## src/rtl/ksl_sched.sv

```systemverilog
// ksl_sched: walks every operator slot once per sample tick, fetches its
// fnum/block/ksl from the register file, drives the shared KSL attenuation
// lookup and writes the result into the per-operator attenuation table.
// Each operator takes ADDR -> LOAD -> HOLD0 -> HOLD1 -> WRITE (5 cycles).
// Optional feature macro: KSL_SCHED_SKIP_EN -- operators with ksl==0 bypass
// the two lookup wait states and write 0 (3 cycles per such operator).
module ksl_sched #(
    parameter int NUM_OPS = 18
) (
    input  logic       clk,
    input  logic       rst_n,
    input  logic       sample_tick,
    input  logic       clr_err,
    output logic [4:0] op_addr,
    input  logic [9:0] reg_fnum,
    input  logic [2:0] reg_block,
    input  logic [1:0] reg_ksl,
    output logic [9:0] rom_fnum,
    output logic [2:0] rom_block,
    output logic [1:0] rom_ksl,
    input  logic [7:0] rom_ksl_add,
    output logic       wr_en,
    output logic [4:0] wr_addr,
    output logic [7:0] wr_data,
    output logic       busy,
    output logic       done,
    output logic       overrun_err
);

    typedef enum logic [2:0] {
        IDLE  = 3'd0,
        ADDR  = 3'd1,
        LOAD  = 3'd2,
        HOLD0 = 3'd3,
        HOLD1 = 3'd4,
        WRITE = 3'd5
    } state_t;

    localparam logic [4:0] LAST_IDX = 5'(NUM_OPS - 1);

    state_t     state;
    logic [4:0] idx;

`ifdef KSL_SCHED_SKIP_EN
    logic       skip;

    // A skipped operator never waited on the lookup, so its table entry is 0.
    assign wr_data = (wr_en && !skip) ? rom_ksl_add : 8'd0;
`else
    // The lookup result is valid in WRITE because rom_* have been stable for two edges.
    assign wr_data = wr_en ? rom_ksl_add : 8'd0;
`endif

    // Scan sequencer with registered status, address and lookup-input outputs.
    always_ff @(posedge clk or negedge rst_n) begin
        if (!rst_n) begin
            state       <= IDLE;
            idx         <= 5'd0;
            op_addr     <= 5'd0;
            rom_fnum    <= 10'd0;
            rom_block   <= 3'd0;
            rom_ksl     <= 2'd0;
            wr_en       <= 1'b0;
            wr_addr     <= 5'd0;
            busy        <= 1'b0;
            done        <= 1'b0;
            overrun_err <= 1'b0;
`ifdef KSL_SCHED_SKIP_EN
            skip        <= 1'b0;
`endif
        end else begin
            // A tick arriving mid-scan is dropped but flagged; setting beats clearing.
            if (sample_tick && state != IDLE) begin
                overrun_err <= 1'b1;
            end else if (clr_err) begin
                overrun_err <= 1'b0;
            end

            done    <= 1'b0;
            wr_en   <= 1'b0;
            wr_addr <= 5'd0;

            case (state)
                IDLE: begin
                    if (sample_tick) begin
                        state   <= ADDR;
                        idx     <= 5'd0;
                        op_addr <= 5'd0;
                        busy    <= 1'b1;
                    end
                end
                ADDR: begin
                    state <= LOAD;
                end
                LOAD: begin
                    // Register-file data for op_addr arrived this cycle.
                    rom_fnum  <= reg_fnum;
                    rom_block <= reg_block;
                    rom_ksl   <= reg_ksl;
`ifdef KSL_SCHED_SKIP_EN
                    skip <= (reg_ksl == 2'd0);
                    if (reg_ksl == 2'd0) begin
                        state   <= WRITE;
                        wr_en   <= 1'b1;
                        wr_addr <= idx;
                    end else begin
                        state <= HOLD0;
                    end
`else
                    state <= HOLD0;
`endif
                end
                HOLD0: begin
                    state <= HOLD1;
                end
                HOLD1: begin
                    state   <= WRITE;
                    wr_en   <= 1'b1;
                    wr_addr <= idx;
                end
                WRITE: begin
                    if (idx == LAST_IDX) begin
                        state   <= IDLE;
                        idx     <= 5'd0;
                        op_addr <= 5'd0;
                        busy    <= 1'b0;
                        done    <= 1'b1;
                    end else begin
                        state   <= ADDR;
                        idx     <= idx + 5'd1;
                        op_addr <= idx + 5'd1;
                    end
                end
                default: begin
                    state <= IDLE;
                    busy  <= 1'b0;
                end
            endcase
        end
    end

endmodule

```

## config.mk

```make
export PLATFORM = sky130hd
export DESIGN_NAME = ksl_sched
export DESIGN_NICKNAME = d
export VERILOG_FILES = /design/src/rtl/ksl_sched.sv
export SDC_FILE = /design/constraint.sdc
export NUM_CORES = 1
export LEC_CHECK = 0
export BUFFER_PORTS_ARGS = -buffer_cell sky130_fd_sc_hd__buf_2
export CORE_AREA = 2 2 79 43
export CTS_CLUSTER_DIAMETER = 30
export DETAILED_ROUTE_END_ITERATION = 10
export DIE_AREA = 0 0 81 45
export HOLD_SLACK_MARGIN = 0.06
export PLACE_DENSITY_LB_ADDON = 0.3
export RECOVER_POWER = 50
export SETUP_SLACK_MARGIN = 0.2
export SLEW_MARGIN = 20
export SYNTH_ARGS = -nofsm -noshare
export SYNTH_HDL_FRONTEND = slang
export SYNTH_SLANG_ARGS = --single-unit
```

## constraint.sdc

```tcl
create_clock -name clk -period 2.8 [get_ports clk]
set_clock_uncertainty 0.15 [all_clocks]
set_input_delay 0.14 -clock clk [delete_from_list [all_inputs] [get_ports clk]]
set_output_delay 0.14 -clock clk [all_outputs]
set_load 0.02 [all_outputs]
```

==> impl_metrics.env, run 1 <==
export IMPL_met1Wirelength_um=1270
export IMPL_cts_buffers_inserted=5
export IMPL_leading_cell_type_in_the_layout_fill_and_taps_excluded="buf_2"
export IMPL_globalplace_congestion=0.685
export IMPL_tritoncts="done"
export IMPL_dieArea_um2=3650
export IMPL_headroom_to_the_max_slew_limit_pct=-6.73
export IMPL_post_drt_wl_per_cell_um=12.6
export IMPL_cts_hold_buffers=18
export IMPL_insertion_delay_ps=280
export IMPL_grt_first_pass_wirelength_um=4550
export IMPL_synth_compound_area_share_pct=7.30
export IMPL_timing_final_max_slew_violations=33
export IMPL_post_synth_fa_ha_maj_area_fraction_pct=1.78
export IMPL_ctsLongestPathBuffers=2
export IMPL_synth_mux_area_share_pct=14.7
export IMPL_total_nets_after_synthesis=138
export IMPL_post_route_min_period_ps=1900
export IMPL_post_synthesis_cells=109
export IMPL_leakage_nw=0.948
export IMPL_syn_area_per_cell_um2=12.9
export IMPL_synthTopCellsByArea="dfrtp_1 (57%), mux2_4 (11%), and2_1 (5.3%)"
export IMPL_cts_resized_gates=0
export IMPL_layout_common_cells="buf_2 (40), dfrtp_1 (32), clkbuf_1 (25), dlygate4sd3_1 (18), and2_1 (12)"
export IMPL_criticalPathCategory="in2async"
export IMPL_number_of_hold_slack_violations_in_the_final_timing_report=0
export IMPL_worst_setup_timing_slack_at_the_placement_stage_ps=1090
export IMPL_timing_max_cap_violations=1
export IMPL_buffers_inverters_on_critical_path=2
export IMPL_grt_start_max_net_pins=33
export IMPL_die_height_um=45
export IMPL_cts_repair_timing_setup_buffer_count=0
export IMPL_cp_cell_sequence="dlygate4sd3_1 -> clkbuf_1"
export IMPL_floorplan_io_pins=64
export IMPL_met2_wirelength_um=1440
export IMPL_timing_critical_path_slowest_stage_cell="clkbuf_1"
export IMPL_grt_util_all_layers_pct=17.5
export IMPL_chipWidth_um=81
export IMPL_seq_area_frac_synth_pct=57.0
export IMPL_antennaDiodeCount=0
export IMPL_reg_clk_slew_reported_paths_ps=60
export IMPL_drt_pass1_iterations=4
export IMPL_vias=1113
export IMPL_final_instance_count_excl_fill=235
export IMPL_synth_top_family_by_area="multiplexers"
export IMPL_synth_largest_area_cell="dfrtp_1"
export IMPL_crit_family="buffers and inverters"
export IMPL_unrepaired_setup_endpoints_after_global_routing="no"
export IMPL_drt_total_wl_um=2950
export IMPL_timing_critical_path_from_type="primary input"
export IMPL_synth_largest_type_area_fraction_pct=57.0
export IMPL_place_detailed_hpwl_um=1950
export IMPL_detailroute_wirelength_met3_um=198
export IMPL_synth_seq_cells=32
export IMPL_cts_sinks=32
export IMPL_outcome="finished, violations left"
export IMPL_max_slew_worst_pin_slew_ps=1600
export IMPL_crit_fanout=32
export IMPL_initialDrtViolationCount=39
export IMPL_mappedNetlistArea_um2=1410
export IMPL_dp_cells=209
export IMPL_critical_path_arrival_ps=1850
export IMPL_residual_drc=0
export IMPL_synthXorXnorAreaFrac_pct=0.623
export IMPL_post_synth_and_or_nand_nor_area_fraction_pct=14.5
export IMPL_critical_path_max_stage_delay_ps=1160
export IMPL_final_layout_size_suffix_gt1_share_pct=32.3
export IMPL_post_route_worst_setup_slack_ps=899
export IMPL_setup_viol=0
export IMPL_finalSetupTns_ps=0
export IMPL_grt_pass1_vias=1040
export IMPL_antenna_found_initial=0
export IMPL_drt_vias_per_instance=4.74
export IMPL_yosys_warnings=0
export IMPL_vdd_drop_max_uv=447
export IMPL_max_freq_mhz=526
export IMPL_io_buffer_count=63
export IMPL_worstPathRequired_ps=2740
export IMPL_route_antenna_remaining_nets=0
export IMPL_top_layer_used="met4"
export IMPL_rows=14
export IMPL_finalPower_w=0.00196
export IMPL_nets=223
export IMPL_syn2layout_area_growth_pct=40.4
export IMPL_ctsHtreeMaxLevel=2
export IMPL_floorplan_core_area_um2=2910
export IMPL_hold_path_class="in2reg"
export IMPL_initial_utilization_pct=48.3
export IMPL_netlist_cell_type_count=32
export IMPL_failed_checks="capacitance limit, slew limit"
export IMPL_grt_remaining_overflow=0
export IMPL_power_per_cell_area_nw_per_um2=993
export IMPL_critPathCaptureType="async pin"
export IMPL_clk_root_buffer_cell="clkbuf_8"
export IMPL_final_min_period_over_clock_period_pct=67.9
-- Yosys cell counts --
master / count
o211ai_1: 1
nand2_1: 8
o31ai_1: 1
and2_1: 12
o21ai_0: 4
inv_1: 3
a21oi_1: 1
or3_1: 1
ha_1: 2
buf_12: 1
nand4_1: 1
clkbuf_1: 1
a31oi_1: 1
nand2b_1: 1
or3b_1: 1
nor4_1: 1
nor3_1: 2
nand3_1: 2
mux2_4: 10
xnor2_1: 1
dfrtp_1: 32
o2bb2ai_1: 1
o21bai_1: 1
mux2_2: 5
o21ai_1: 3
nor2_1: 5
nand3b_1: 1
nor3b_4: 1
buf_6: 2
a2bb2oi_1: 1
a221oi_1: 1
a21o_1: 1
-- report_power, final --
group          internal, W  total, W  switching [W]
logic             0.000382  0.000819       0.000437
clock network     0.000200  0.000350       0.000150
registers         0.000630  0.000790       0.000161
total              0.00121   0.00196       0.000748
-- registers in the layout, summed over array words and instances, names as in the netlist, 2 cells and up --
signal,cells
idx,5
state,3
wr_addr,5
rom_fnum,10
rom_ksl,2
rom_block,3
-- through the flow --
stage / cell area, µm² / hold slack, ps / util, %
final: 1970 / 91.0 / 67.9
after global routing: 1970 / 113 / 67.9
after CTS: 2000 / 84.7 / 68.8
after detailed placement: 1730 / 68.1 / 59.6
after global placement: 1730 / 67.6 / 59.6
after floorplan: 1410 / -306 / -
-- routing by layer --
metal	vias up	GRT usage (%)
li1	547	-
met2	34	30.9
met3	6	6.60
met5	-	0
met4	0	8.14
met1	526	19.2
-- worst paths after layout --
path | slack (ps) | from | depth (start not counted) | endpoint
min reg2reg | 350 | rom_fnum[0]$_DFFE_PN0P_ | 1 | rom_fnum[0]$_DFFE_PN0P_
max | 900 | rst_n | 2 | rom_fnum[8]$_DFFE_PN0P_
max reg2reg | 1030 | state[0]$_DFFE_PN0P_ | 3 | overrun_err$_DFFE_PN0P_
min | 90 | sample_tick | 3 | state[0]$_DFFE_PN0P_
min in group asynchronous | 660 | rst_n | 2 | idx[1]$_DFFE_PN0P_
max in group clk | 1030 | state[0]$_DFFE_PN0P_ | 3 | overrun_err$_DFFE_PN0P_
-- kinds of logic after synthesis --
kind of cell | after synthesis
AO/OA/AOI/OAI | 16
XOR/XNOR | 1
adder cells (fa/ha/maj) | 2
buffers and inverters | 7
flip-flops | 32
multiplexers | 15
AND/OR/NAND/NOR | 36
-- final cells by class --
| class | count | area, µm² |
|---|---|---|
| Clock buffer | 8 | 90.1 |
| Inverter | 3 | 11.3 |
| Multi-Input combinational cell | 70 | 547 |
| Sequential cell | 32 | 801 |
| Timing Repair Buffer | 82 | 474 |
| Fill cell | 243 | 935 |
| Tap cell | 40 | 50.0 |
No activity file was read; power rests on OpenSTA's default activity.
==> inputs of run 2 (changes only) <==
- ABC_AREA: default -> 1
- CORE_AREA: 2 2 79 43 -> 2 2 82 45
- DIE_AREA: 0 0 81 45 -> 0 0 84 47
- clock period: 2.8 -> 1.8 ns (I/O delays scaled with it)
==> impl_metrics.env, run 2 <==
export IMPL_outcome="complete, no violations"
export IMPL_cts_buffers_inserted=5
export IMPL_vdd_drop_max_uv=642
export IMPL_final_min_period_over_clock_period_pct=80.8
export IMPL_post_drt_wl_per_cell_um=12.1
export IMPL_power_share_sequential_pct=38.2
export IMPL_critPathCaptureType="register"
export IMPL_critical_path_max_stage_delay_ps=490
export IMPL_reg_clk_slew_reported_paths_ps=60
export IMPL_seq_area_frac_synth_pct=57.1
export IMPL_crit_fanout=7
export IMPL_worstPathRequired_ps=1810
export IMPL_timing_startpoint_of_the_critical_path="state[0]$_DFFE_PN0P_"
export IMPL_layout_common_cells="buf_2 (37), dfrtp_1 (32), clkbuf_1 (27), nand2_1 (20), inv_1 (19)"
export IMPL_critical_path_reg2reg_startpoint="state[0]$_DFFE_PN0P_"
export IMPL_initialDrtViolationCount=32
export IMPL_power_per_cell_area_nw_per_um2=1520
export IMPL_hold_path_class="in2async"
export IMPL_antennaDiodeCount=0
export IMPL_ctsLongestPathBuffers=2
export IMPL_max_flop_register="rom_fnum"
export IMPL_route_antenna_remaining_nets=0
export IMPL_timing_final_max_slew_violations=0
export IMPL_ctsHtreeMaxLevel=2
export IMPL_critical_path_arrival_ps=1460
export IMPL_p_sw_w=0.00119
export IMPL_final_layout_size_suffix_gt1_share_pct=31.8
export IMPL_drt_pass1_iterations=4
export IMPL_ys_flop_type="dfrtp_1"
export IMPL_total_nets_after_synthesis=156
export IMPL_nets=245
export IMPL_unrepaired_setup_endpoints_after_global_routing="no"
export IMPL_netlist_cell_type_count=21
export IMPL_postSynth_asyncResetShare_pct=100
export IMPL_floorplan_io_pins=64
export IMPL_max_freq_mhz=688
export IMPL_timing_critical_path_slowest_stage_cell="dfrtp_1"
export IMPL_drt_total_wl_um=3120
export IMPL_criticalPathCategory="reg2reg"
export IMPL_synth_seq_cells=32
export IMPL_dieArea_um2=3950
export IMPL_syn2layout_area_growth_pct=43.8
export IMPL_critical_path_reg2reg_endpoint="busy$_DFFE_PN0P_"
export IMPL_synth_enable_flop_cells=0
export IMPL_max_slew_worst_pin_slew_ps=766
export IMPL_power_switching_share_pct=39.0
export IMPL_globalplace_congestion=0.834
export IMPL_post_route_min_period_ps=1450
export IMPL_chipWidth_um=84
export IMPL_timing_critical_path_to="busy$_DFFE_PN0P_"
export IMPL_drt_vias_per_instance=4.47
export IMPL_intPower_w=0.00187
export IMPL_grt_util_all_layers_pct=17.1
export IMPL_grt_start_max_net_pins=33
export IMPL_r2r_slack_ps=350
export IMPL_setup_viol=0
export IMPL_synthTopCellsByArea="dfrtp_1 (57%), mux2_4 (11%), nand2_1 (5.4%)"
export IMPL_leakage_nw=1.09
export IMPL_clock_power_share_pct=17.8
export IMPL_biggestRegsByFlops="rom_fnum (10), idx (5), wr_addr (5)"
export IMPL_grt_first_pass_wirelength_um=5040
export IMPL_holdWs_ps=268
export IMPL_grt_remaining_overflow=0
export IMPL_synth_top_cells_by_count="dfrtp_1 (32), nand2_1 (20), inv_1 (19), mux2_4 (10), nor2_1 (9)"
export IMPL_clk_root_buffer_cell="clkbuf_8"
export IMPL_critPathMostFrequentCell="nand2_1"
export IMPL_synth_largest_type_area_fraction_pct=57.1
export IMPL_antenna_found_initial=0
export IMPL_tritoncts="done"
export IMPL_place_detailed_hpwl_um=2190
export IMPL_synth_largest_area_cell="dfrtp_1"
export IMPL_number_of_hold_slack_violations_in_the_final_timing_report=0
export IMPL_headroom_to_the_max_slew_limit_pct=48.9
export IMPL_insertion_delay_ps=270
export IMPL_largest_register_ffs=10
export IMPL_most_numerous_cell_in_the_yosys_netlist="dfrtp_1"
export IMPL_finalSetupTns_ps=0
export IMPL_residual_drc=0
export IMPL_timing_max_cap_violations=0
export IMPL_vias=1157
export IMPL_yosys_warnings=0
export IMPL_initial_utilization_pct=43.2
export IMPL_mappedNetlistArea_um2=1400
export IMPL_rows=15
export IMPL_grt_pass1_vias=1095
export IMPL_cp_cell_sequence="nor2_1 -> nand2_1 -> nand2_1 -> nor2_1 -> nand2_1 -> nand2_1 -> nand2_1"
export IMPL_r2r_cells=7
export IMPL_floorplan_core_area_um2=3250
export IMPL_die_height_um=47
export IMPL_io_buffer_count=63
export IMPL_leading_cell_type_in_the_layout_fill_and_taps_excluded="buf_2"
export IMPL_filler_cells=288
export IMPL_post_synthesis_cells=127
export IMPL_p_comb_share_pct=44.0
export IMPL_cts_sinks=32
export IMPL_syn_area_per_cell_um2=11.0
export IMPL_timing_critical_path_from_type="register"
[run 2: final cells by class]
class                           count  area, µm²  area share, %
Clock buffer                        8       90.1           4.47
Inverter                           21       78.8           3.91
Multi-Input combinational cell     72        508           25.2
Sequential cell                    32        801           39.7
Tap cell                           42       52.6           2.61
Timing Repair Buffer               84        487           24.1
[run 2: how the worst min path moves through the flow]
stage / from / end / slack, ps / cells past startpoint
4_1_cts: rst_n / rom_block[2]$_DFFE_PN0P_ / 270 / 2
5_1_grt: rom_ksl_add[2] / wr_data[2] / 360 / 4
3_3_place_gp: rst_n / overrun_err$_DFFE_PN0P_ / 20 / 1
3_5_place_dp: rst_n / overrun_err$_DFFE_PN0P_ / 30 / 1
2_1_floorplan: rst_n / busy$_DFFE_PN0P_ / -360 / 0
6_report: rst_n / idx[3]$_DFFE_PN0P_ / 270 / 2
[run 2: stage by stage]
step	worst slack [ps]	instance area, µm²	cells	utilization, %	total power [W]
floorplan	337	1400	127	-	0.00213
global placement	400	1750	230	53.8	0.00246
detailed placement	348	1750	230	53.8	0.00249
CTS	337	2020	256	62.1	0.00309
global route	149	2020	259	62.1	0.00329
finish	346	2020	259	62.1	0.00306
[run 2: worst max-delay path, delay by kind of cell (launching register included)]
kind / cells / cell delay, ps
and+or+nand+nor: 7 / 710
DFF: 1 / 490
[run 2: layer usage]
layer	track usage, %	part of all wire (%)	routed length (µm)
met5	0	0	0
met1	22.1	48	1490
met4	7.74	1.2	37
met2	26.7	44	1360
met3	6.50	7.6	238
[run 2: logic make-up after synthesis]
kind of cell             Yosys count  share of synthesized area [%]
AND/OR/NAND/NOR                   45                           14.8
adder cells (fa/ha/maj)            2                           1.78
multiplexers                      15                           14.7
AO/OA/AOI/OAI                      8                           3.03
buffers and inverters             23                           7.32
XOR/XNOR                           2                           1.25
flip-flops                        32                           57.1
[run 2: power by group through the flow]
stage / registers, W / logic [W] / clock network, W
CTS: 0.00116 / 0.00136 / 0.000569
detailed placement: 0.00117 / 0.00132 / 0
finish: 0.00117 / 0.00135 / 0.000544
floorplan: 0.00142 / 0.000708 / 0
global placement: 0.00115 / 0.00131 / 0
global route: 0.00121 / 0.00148 / 0.000602
[run 2: timing repair]
item	4_1_cts	5_1_grt
endpoints found under the hold margin	50	0
setup buffers	0	3
gates resized for setup	0	2
setup endpoints to repair	0	1
hold buffers	18	0
==> inputs of run 3 (changes only) <==
- ABC_AREA: 1 -> 0
- clock period: 1.8 -> 1.4 ns (I/O delays scaled with it)
==> impl_metrics.env, run 3 (synthesis gave the netlist of run 1 again) <==
export IMPL_leading_cell_type_in_the_layout_fill_and_taps_excluded="buf_2"
export IMPL_cts_buffers_inserted=5
export IMPL_headroom_to_the_max_slew_limit_pct=53.4
export IMPL_initialDrtViolationCount=32
export IMPL_intPower_w=0.00308
export IMPL_filler_cells=223
export IMPL_number_of_hold_slack_violations_in_the_final_timing_report=0
export IMPL_power_share_sequential_pct=31.9
export IMPL_timing_critical_path_from_type="register"
export IMPL_final_min_period_over_clock_period_pct=108
export IMPL_clk_root_buffer_cell="clkbuf_8"
export IMPL_max_freq_mhz=662
export IMPL_die_height_um=47
export IMPL_ctsHtreeMaxLevel=2
export IMPL_initial_utilization_pct=43.3
export IMPL_vias=1187
export IMPL_cts_sinks=32
export IMPL_largest_register_ffs=10
export IMPL_timing_max_cap_violations=0
export IMPL_clock_power_share_pct=19.8
export IMPL_worstPathRequired_ps=1410
export IMPL_p_comb_share_pct=48.2
export IMPL_grt_pass1_vias=1200
export IMPL_antennaDiodeCount=0
export IMPL_route_antenna_remaining_nets=0
export IMPL_placed_cell_area_um2=1850
export IMPL_place_detailed_hpwl_um=2230
export IMPL_reg_clk_slew_reported_paths_ps=60
export IMPL_floorplan_core_area_um2=3250
export IMPL_setup_viol=19
export IMPL_drt_total_wl_um=3360
export IMPL_cp_cell_sequence="buf_4 -> nor3b_4 -> buf_12 -> mux2_4"
export IMPL_utilization_pct=71.2
export IMPL_fin_area_um2=2310
export IMPL_post_route_worst_setup_slack_ps=-111
export IMPL_grt_first_pass_wirelength_um=5460
export IMPL_layout_common_cells="buf_2 (39), dfrtp_1 (30), dlygate4sd3_1 (18), mux2_4 (15), buf_6 (14)"
export IMPL_power_per_cell_area_nw_per_um2=2070
export IMPL_drt_vias_per_instance=4.77
export IMPL_critical_path_max_stage_delay_ps=390
export IMPL_max_flop_register="rom_fnum"
export IMPL_biggestRegsByFlops="rom_fnum (10), idx (5), wr_addr (5)"
export IMPL_p_sw_w=0.00171
export IMPL_buffers_inverters_on_critical_path=2
export IMPL_rows=15
export IMPL_post_drt_wl_per_cell_um=13.5
export IMPL_residual_drc=0
export IMPL_crit_family="flip-flops"
export IMPL_post_route_min_period_ps=1510
export IMPL_grt_util_all_layers_pct=18.6
export IMPL_crit_fanout=15
export IMPL_failed_checks="setup timing"
export IMPL_power_switching_share_pct=35.6
export IMPL_outcome="finished, violations left"
export IMPL_globalplace_congestion=0.772
export IMPL_timing_critical_path_slowest_stage_cell="dfrtp_1"
export IMPL_syn2layout_area_growth_pct=64.5
export IMPL_floorplan_io_pins=64
export IMPL_vdd_drop_max_uv=1140
export IMPL_critPathCaptureType="register"
export IMPL_antenna_found_initial=0
export IMPL_grt_remaining_overflow=0
export IMPL_hold_path_class="in2reg"
export IMPL_drt_pass1_iterations=4
export IMPL_insertion_delay_ps=280
export IMPL_grt_start_max_net_pins=31
export IMPL_tritoncts="done"
export IMPL_ctsLongestPathBuffers=2
export IMPL_chipWidth_um=84
export IMPL_leakage_nw=1.10
export IMPL_final_layout_size_suffix_gt1_share_pct=52.2
export IMPL_dieArea_um2=3950
export IMPL_unrepaired_setup_endpoints_after_global_routing="yes"
export IMPL_critical_path_arrival_ps=1520
export IMPL_io_buffer_count=63
export IMPL_max_slew_worst_pin_slew_ps=699
export IMPL_criticalPathCategory="reg2reg"
export IMPL_timing_final_max_slew_violations=0
export IMPL_nets=235
-- run 3: routing by layer --
metal  up-vias  global-route usage (%)  wire length, µm
met5         -                       0                0
met4         0                    8.39               38
met3         5                    6.68              224
met2        59                    30.9             1630
met1       552                    23.1             1470
li1        571                       -                -
-- run 3: power by group through the flow --
stage	registers, W	logic [W]	clock network [W]
global route	0.00158	0.00248	0.00102
CTS	0.00153	0.00225	0.000968
detailed placement	0.00155	0.00193	0
global placement	0.00153	0.00189	0
finish	0.00153	0.00231	0.000949
floorplan	0.00187	0.00105	0
-- run 3: stage by stage --
step / setup TNS [ps] / hold WS [ps] / total power, W / instances / worst slack (ps)
2_1_floorplan: -2170 / -376 / 0.00292 / 109 / -181
3_3_place_gp: -173 / -23.1 / 0.00342 / 217 / -47.6
3_5_place_dp: -473 / -22.2 / 0.00348 / 217 / -68.6
4_1_cts: -554 / 87.6 / 0.00475 / 247 / -72.8
5_1_grt: -2570 / 125 / 0.00507 / 249 / -158
6_report: -1710 / 90.7 / 0.00478 / 249 / -111
-- run 3: cell type report --
| type | instances | area [µm²] | area share (%) |
|---|---|---|---|
| well taps | 42 | 52.6 | 2.27 |
| flip-flops and latches | 32 | 803 | 34.8 |
| inverters | 3 | 11.3 | 0.487 |
| multi-input cells | 70 | 651 | 28.2 |
| repair buffers | 94 | 667 | 28.9 |
| clock inverters | 1 | 30.0 | 1.30 |
| clock buffers | 7 | 96.3 | 4.17 |
-- run 3: what timing repair did --
item	CTS	global route
gates resized for setup	38	5
gates cloned	0	0
endpoints found under the hold margin	46	0
hold buffers	18	0
buffers inserted	4	2
pin swaps	3	5
endpoints found under the setup margin	36	43
-- run 3: worst paths after layout --
kind                            slack [ps]                       to  cells past startpoint               startpoint
worst max-delay path                  -110  rom_fnum[4]$_DFFE_PN0P_                      4     state[0]$_DFFE_PN0P_
worst min-delay path                    90         busy$_DFFE_PN0P_                      4              sample_tick
worst max register to register        -110  rom_fnum[4]$_DFFE_PN0P_                      4     state[0]$_DFFE_PN0P_
worst min register to register         360  rom_fnum[7]$_DFFE_PN0P_                      1  rom_fnum[7]$_DFFE_PN0P_
max in group asynchronous              360  rom_fnum[6]$_DFFE_PN0P_                      3                    rst_n
min in group asynchronous              220     wr_addr[1]$_DFF_PN0_                      2                    rst_n
-- run 3: tightest hold or removal path, cell delays in order --
cell,delay [ps]
buf_2,100
a21oi_1,70
a2bb2oi_2,120
o2bb2ai_1,110
